`config.mk`:
```
export PLATFORM = sky130hd
export DESIGN_NAME = parent_tx_arbiter
export DESIGN_NICKNAME = d
export VERILOG_FILES = /design/src/rtl/parent_tx_arbiter.sv
export SDC_FILE = /design/constraint.sdc
export NUM_CORES = 1
export LEC_CHECK = 0
export CAP_MARGIN = 10
export CORE_UTILIZATION = 41
export CTS_CLUSTER_DIAMETER = 30
export CTS_CLUSTER_SIZE = 28
export DETAILED_ROUTE_END_ITERATION = 8
export PLACE_DENSITY = 0.86
export SLEW_MARGIN = 10
export SYNTH_ARGS = -nofsm -noshare
export SYNTH_HDL_FRONTEND = slang
export SYNTH_SLANG_ARGS = --single-unit
```
`constraint.sdc`:
```
create_clock -name clk -period 3.14 [get_ports clk]
set_clock_uncertainty 0.05 [all_clocks]
set_input_delay 0.471 -clock clk [delete_from_list [all_inputs] [get_ports clk]]
set_output_delay 0.471 -clock clk [all_outputs]
set_load 0.005 [all_outputs]
```
`src/rtl/parent_tx_arbiter.sv`:
```
// parent_tx_arbiter: arbitrates NUM_REQ requester channels into one registered message stream toward the parent FPGA
//   clk, reset           : clock, synchronous active-high reset
//   req_data/req_valid   : per-requester message slices and valids
//   req_ready            : per-requester accept (one-hot or zero)
//   parent_tx_*          : registered output message, valid, source index; parent_tx_ready accepts it
//   link_quiet           : link idle for ROUTER_DELAY cycles
//   stall_count          : saturating count of back-pressured output cycles
module parent_tx_arbiter #(
    parameter int NUM_REQ      = 3,
    parameter int DATA_WIDTH   = 64,
    parameter int ROUTER_DELAY = 18,
    parameter int HIPRI_EN     = 1,
    localparam int SW          = (NUM_REQ > 1) ? $clog2(NUM_REQ) : 1
) (
    input  logic                          clk,
    input  logic                          reset,
    input  logic [NUM_REQ*DATA_WIDTH-1:0] req_data,
    input  logic [NUM_REQ-1:0]            req_valid,
    output logic [NUM_REQ-1:0]            req_ready,
    output logic [DATA_WIDTH-1:0]         parent_tx_data,
    output logic                          parent_tx_valid,
    input  logic                          parent_tx_ready,
    output logic [SW-1:0]                 parent_tx_src,
    output logic                          link_quiet,
    output logic [15:0]                   stall_count
);
    localparam int RR_BASE = (HIPRI_EN != 0) ? 1 : 0;
    localparam int RR_N    = NUM_REQ - RR_BASE;
    localparam int QW      = (ROUTER_DELAY > 0) ? $clog2(ROUTER_DELAY + 1) : 1;

    logic [DATA_WIDTH-1:0] r_data;
    logic                  r_valid;
    logic [SW-1:0]         r_src;
    logic [SW-1:0]         r_last_rr;
    logic [15:0]           r_stall;
    logic [QW-1:0]         r_quiet;

    logic                  w_open;
    logic                  w_found;
    logic                  w_rr;
    logic                  w_xfer;
    logic [SW-1:0]         w_gidx;
    logic [DATA_WIDTH-1:0] w_sel_data;

    // k-th candidate after last, wrapping inside the round-robin pool [RR_BASE, NUM_REQ-1]
    function automatic int rr_idx(input int last, input int k);
        return RR_BASE + ((last - RR_BASE + k) % RR_N);
    endfunction

    assign w_open = ~r_valid | parent_tx_ready;

    always_comb begin
        w_found = 1'b0;
        w_rr    = 1'b0;
        w_gidx  = '0;
        if (HIPRI_EN != 0 && req_valid[0]) begin
            w_found = 1'b1;
        end else begin
            for (int k = 1; k <= RR_N; k++) begin
                if (!w_found && |(req_valid & (NUM_REQ'(1) << rr_idx(int'(r_last_rr), k)))) begin
                    w_found = 1'b1;
                    w_rr    = 1'b1;
                    w_gidx  = SW'(rr_idx(int'(r_last_rr), k));
                end
            end
        end
    end

    assign w_xfer     = ~reset & w_open & w_found;
    assign req_ready  = w_xfer ? (NUM_REQ'(1) << w_gidx) : '0;
    assign w_sel_data = DATA_WIDTH'(req_data >> (int'(w_gidx) * DATA_WIDTH));

    always_ff @(posedge clk) begin
        if (reset) begin
            r_valid   <= 1'b0;
            r_data    <= '0;
            r_src     <= '0;
            r_last_rr <= SW'(NUM_REQ - 1);
            r_stall   <= '0;
            r_quiet   <= '0;
        end else begin
            if (w_xfer) begin
                r_valid <= 1'b1;
                r_data  <= w_sel_data;
                r_src   <= w_gidx;
            end else if (w_open) begin
                r_valid <= 1'b0;
            end
            // fixed-priority grants of requester 0 leave the round-robin pointer alone
            if (w_xfer && w_rr)
                r_last_rr <= w_gidx;
            if (r_valid && !parent_tx_ready && r_stall != 16'hFFFF)
                r_stall <= r_stall + 16'd1;
            if (|req_valid || r_valid)
                r_quiet <= '0;
            else if (r_quiet != QW'(ROUTER_DELAY))
                r_quiet <= r_quiet + 1'b1;
        end
    end

    assign parent_tx_data  = r_data;
    assign parent_tx_valid = r_valid;
    assign parent_tx_src   = r_src;
    assign stall_count     = r_stall;
    assign link_quiet      = (r_quiet == QW'(ROUTER_DELAY)) & ~r_valid & ~|req_valid;
endmodule

```
# ---- Word level (Yosys, flattened, before mapping)
# Cells that the tools add are included.
# W data, S select, Z words.
dict set report word_totals {
  reg_bits 90
  inputBits 198
  output_inout_bits 87
}
dict set report op_classes {
  mux 12
  add_sub_neg 7
  n_bitwise 11
  n_reduce_logical 13
  n_eq_ne 3
  shift 4
}
# operator count
set ops {}
lappend ops {{$shr A192 B8 Y64} 1}
lappend ops {{$shl A1 B32 Y3 const A} 2}
lappend ops {{$add A16 B1 Y16 const B} 1}
lappend ops {{$ne A16 B16 Y1 const B} 1}
lappend ops {{$reduce_or A3 Y1} 3}
lappend ops {{$mux W1} 8}
lappend ops {{$add A2 B2 Y3 const A} 2}
lappend ops {{$and A1 B1 Y1} 6}
lappend ops {{$and A3 B3 Y3} 2}
lappend ops {{$mux W2} 3}
lappend ops {{$add A5 B1 Y5 const B} 1}
lappend ops {{$eq A5 B5 Y1 const B} 1}
lappend ops {{$ne A5 B5 Y1 const B} 1}
lappend ops {{$add A3 B2 Y4 const B} 1}
lappend ops {{$add A3 B3 Y4 const B} 1}
lappend ops {{$logic_and A1 B1 Y1} 4}
lappend ops {{$logic_not A1 Y1} 3}
lappend ops {{$mux W3} 1}
lappend ops {{$shl A1 B2 Y3 const A} 1}
lappend ops {{$sub A2 B1 Y3 const B} 1}
lappend ops {{$not A1 Y1} 2}
lappend ops {{$reduce_bool A2 Y1} 1}
lappend ops {{$reduce_or A2 Y1} 1}
lappend ops {{$logic_or A1 B1 Y1} 1}
lappend ops {{$or A1 B1 Y1} 1}

# ---- Logic depth before layout (Yosys ltp)
dict set report depth {
  word_depth 15
  depth_mapped 6
  mapped_depth_nobuf 5
}

# ---- Worst setup path after synthesis
# OpenSTA, ideal clock, no wires.
dict set report synth_path {
  kind {input to output}
  start {input reset}
  end {output req_ready[1]}
  path_buffers 2
  cell_stages 5
  arrival_ns 1.343
  path_slack_ns 1.276
  cell_sequence {clkbuf_1 nor3_2 clkbuf_1 nand3_1 inv_1}
}
dict set report synth_between {
  elab_chain_len 4
}
# item line_no
set synth_lines {}
lappend synth_lines {{start, declared} 16} ;# input logic reset,
lappend synth_lines {{$not A1 Y1} 69} ;# assign w_xfer = ~reset & w_open & w_found;
lappend synth_lines {{$and A1 B1 Y1 (2 in series)} 69}
lappend synth_lines {{$mux W3} 70} ;# assign req_ready = w_xfer ? (NUM_REQ'(1) << w_gidx) : '0;
lappend synth_lines {{end, declared} 19} ;# output logic [NUM_REQ-1:0] req_ready,
# No other way between the ends.

# ---- Final worst setup path
dict set report layout_path {
  start {input req_valid[0]}
  end {output req_ready[0]}
}
dict set report layout_between {
  elab_chain_len 10
  word_cells_on_any_way 16
  classes_between {1 x shift; 8 x mux; 3 x bitwise; 4 x reduce/logical}
}
# item line_no
set layout_lines {}
lappend layout_lines {{start, declared} 18} ;# input logic [NUM_REQ-1:0] req_valid,
lappend layout_lines {{$and A3 B3 Y3} 60} ;# if (!w_found && |(req_valid & (NUM_REQ'(1) << rr_idx(int'(r_last_rr), k)))) begin
lappend layout_lines {{$reduce_or A3 Y1} 60}
lappend layout_lines {{$mux W1} 60}
lappend layout_lines {{$mux W1} 56} ;# if (HIPRI_EN != 0 && req_valid[0]) begin
lappend layout_lines {{$logic_not A1 Y1} 60}
lappend layout_lines {{$logic_and A1 B1 Y1} 60}
lappend layout_lines {{$mux W2 / $mux W1 (equally long branches)} 60}
lappend layout_lines {{$mux W2 / $mux W1 (equally long branches)} 56}
lappend layout_lines {{$shl A1 B2 Y3 / $and A1 B1 Y1 (equally long branches)} {70, 69}}
lappend layout_lines {{$mux W3 (*)} 70}
# Mark *: on every way between the ends. The rest lies on a longest branch, timed or not. The select of a mux whose other input is x is not followed.

==> results.json <==
{
  "slowest_delay_ps": 630,
  "num_rows": 39,
  "hold_viol": 0,
  "p_seq_share_pct": 40.2,
  "leakage_uw": 0.00303,
  "start_util_pct": 42.1,
  "gr-total-overflow": 0,
  "synth-seq-cells": 89,
  "avgSynthCellArea_sq_um": 8.18,
  "cts_hold_buf": 0,
  "n_fill_cell": 898,
  "yosys_warnings": 0,
  "grt_usage_pct": 28.4,
  "clock_latency_ps": 340,
  "slowest_stage": "clkdlybuf4s50_1",
  "wirelength_mm": 17.7,
  "r2r_cells": 5,
  "dp_slack_ps": 326,
  "power_density_mw_per_mm2": 398,
  "hpwl_mm": 12.6,
  "num-nets-final": 1041,
  "postLayoutSetupSlackWorst_ps": 294,
  "reg2reg_slack_ps": 1150,
  "num_antenna_cells": 0,
  "slew_headroom_pct": 43.9,
  "crit_chain": "clkdlybuf4s50_1 > nor3_1 > or3_1 > nor2_1 > clkdlybuf4s50_1",
  "period_share_pct": 90.6,
  "dieHeight_um": 111,
  "syn_nets": 792,
  "internal_power_uw": 2360,
  "netlist_instances": 591,
  "tns_ps": 0,
  "netlist-cell-type-count": 46,
  "crit_type": "in2out",
  "die_w_um": 111,
  "arrival_ps": 2320,
  "ys_async_sr_fraction_pct": 0,
  "area_growth_pct": 66.0,
  "final_util_pct": 70.0,
  "clock-sinks": 89,
  "drt_drc_violations_left": 0,
  "cts_tree": "done",
  "critPathRequiredTime_ps": 2620,
  "synth_edf_count": 0,
  "crit_top_cell": "clkdlybuf4s50_1",
  "hold_class": "reg2reg",
  "cts_max_level": 3,
  "drv_slew": 0,
  "drive_above_1_share_pct": 5.21,
  "postPlaceCellArea_sq_mm": 0.00772,
  "drt_first_iter_violations": 430,
  "fin_area_sq_mm": 0.00802,
  "peakVddDrop_mv": 0.286,
  "pin_count": 285,
  "clockBufferDepth": 2,
  "end_kind": "output port",
  "dp_cells": 972,
  "p_sw_share_pct": 26.1,
  "status": "complete, no violations",
  "synth_area_sq_mm": 0.00483,
  "via_count": 5688,
  "tightest_slew_ps": 842,
  "fp.coreArea_sq_mm": 0.0115,
  "finalSetupViolCount": 0,
  "post_cts_buffers": 0,
  "period_minus_slack_ps": 2850,
  "grt_start_max_net_pins": 94,
  "port_buffers": 284,
  "cts_root_buffer": "clkbuf_16",
  "grt_pass1_wl_mm": 28.0,
  "cts_resized": 0,
  "hold_depth": 2,
  "instances_no_fill": 988,
  "p_clk_share_pct": 34.2,
  "cap_violations": 0,
  "drtAntennaViolNets": 0,
  "antenna_found_initial": 0,
  "synth-main-ff-cell": "dfxtp_1",
  "startpoint_type": "primary input",
  "path_clk_slew_ps": 60,
  "dr.pass1.iters": 5,
  "wl_per_cell_um": 17.9,
  "synth-seq-area-share_pct": 36.9,
  "via_per_inst": 5.76,
  "die-area_sq_mm": 0.0122,
  "rsz0062_at_grt": "false",
  "fmax_ghz": 0.351,
  "worstPathMaxFanout": 7,
  "cts-buffers-inserted": 9,
  "power_switching_uw": 834,
  "p_comb_share_pct": 25.6,
  "grt_pass1_vias": 5622,
  "routabilityCongestion": 0.891
}
[cell usage in the layout, fill, tap and decap left out, types with 3 or more instances in the layout]
master / count
clkdlybuf4s50_1: 283
dfxtp_1: 89
inv_1: 71
and3_1: 67
o21ai_0: 67
a211oi_1: 65
o32ai_1: 64
nor2_1: 18
a21oi_1: 13
buf_4: 11
clkbuf_16: 9
nand3_1: 7
nand2_1: 7
or3_1: 6
nor3_1: 5
nand2b_1: 4
o31ai_1: 4
clkinvlp_4: 4
nor2b_1: 3
nor4_1: 3
or4_1: 3
xor2_1: 3
ha_1: 3
[final timing paths]
path / startpoint / to
setup / recovery: req_valid[0] / req_ready[0]
hold / removal: parent_tx_src[1] / parent_tx_src[1]
setup reg to reg: parent_tx_valid / parent_tx_data[55]
hold reg to reg: parent_tx_src[1] / parent_tx_src[1]
[cell usage after synthesis, types with 2 or more instances]
cell	number	area, sq um
a31oi_1	2	12.5
dfxtp_1	89	1780
and4_1	2	17.5
o31ai_1	4	30.0
ha_1	3	37.5
or4_1	3	22.5
xor2_1	3	26.3
mux2i_1	2	20.0
a211oi_1	65	488
nand2_1	8	30.0
or3_1	6	37.5
nor3_1	5	25.0
o41ai_1	2	17.5
buf_2	12	60.1
nor2b_1	4	25.0
clkbuf_1	44	165
inv_1	71	267
o21ai_0	67	335
o32ai_1	64	561
nand3_1	7	35.0
a311oi_1	2	17.5
and3_1	67	419
nor4_1	3	18.8
nor4_2	2	25.0
nand2b_1	4	25.0
nor2_1	18	67.6
a21oi_1	13	65.1
[per-layer routing]
| layer | GRT usage (%) | vias to the layer above | share of wire (%) |
|---|---|---|---|
| li1 | - | 2722 | - |
| met1 | 31.2 | 2663 | 39 |
| met2 | 50.3 | 255 | 50 |
| met3 | 7.52 | 48 | 7.4 |
| met4 | 13.7 | 0 | 3.4 |
| met5 | 0 | - | 0 |
[metrics by stage]
stage	hold WS (ps)	total power, uW
CTS	417	3220
finish	420	3200
detailed placement	408	2120
global placement	408	2100
global route	441	3340
floorplan	403	1600
[critical path, delay by kind of cell]
kind / cells / cell delay, ps
buf+inv: 2 / 1130
simple gates: 3 / 730
[sequential cells by signal, summed over array words and instances, names as in the netlist]
name             count
r_quiet              5
parent_tx_data      64
parent_tx_valid      1
parent_tx_src        2
r_last_rr            1
stall_count         16
[power groups by stage]
stage / clock, uW / sequential (uW) / combinational (uW)
finish: 1090 / 1280 / 817
global route: 1170 / 1290 / 881
CTS: 1110 / 1280 / 818
detailed placement: 0 / 1310 / 813
global placement: 0 / 1300 / 798
floorplan: 0 / 1310 / 287
[final cells by class]
| type | instances | area [sq um] | share of cell area [%] |
|---|---|---|---|
| clock inverter | 7 | 77.6 | 0.967 |
| timing repair buffer | 295 | 2920 | 36.4 |
| tap | 143 | 179 | 2.23 |
| clock buffer | 9 | 225 | 2.81 |
| sequential | 89 | 1780 | 22.2 |
| inverter | 71 | 267 | 3.32 |
| multi-input combinational | 374 | 2570 | 32.1 |
[logic make-up (layout without fill, tap and decap cells)]
logic type               count (synthesis)  in the layout  share of synthesized area [%]
AO/OA/AOI/OAI                          219            219                           31.6
AND/OR/NAND/NOR                        144            144                           18.9
buffers and inverters                  128            382                           10.3
flip-flops                              89             89                           36.9
XOR/XNOR                                 4              4                          0.725
multiplexers                             4              4                          0.880
adder cells (fa/ha/maj)                  3              3                          0.777
Power figures use the tool's default switching activity.
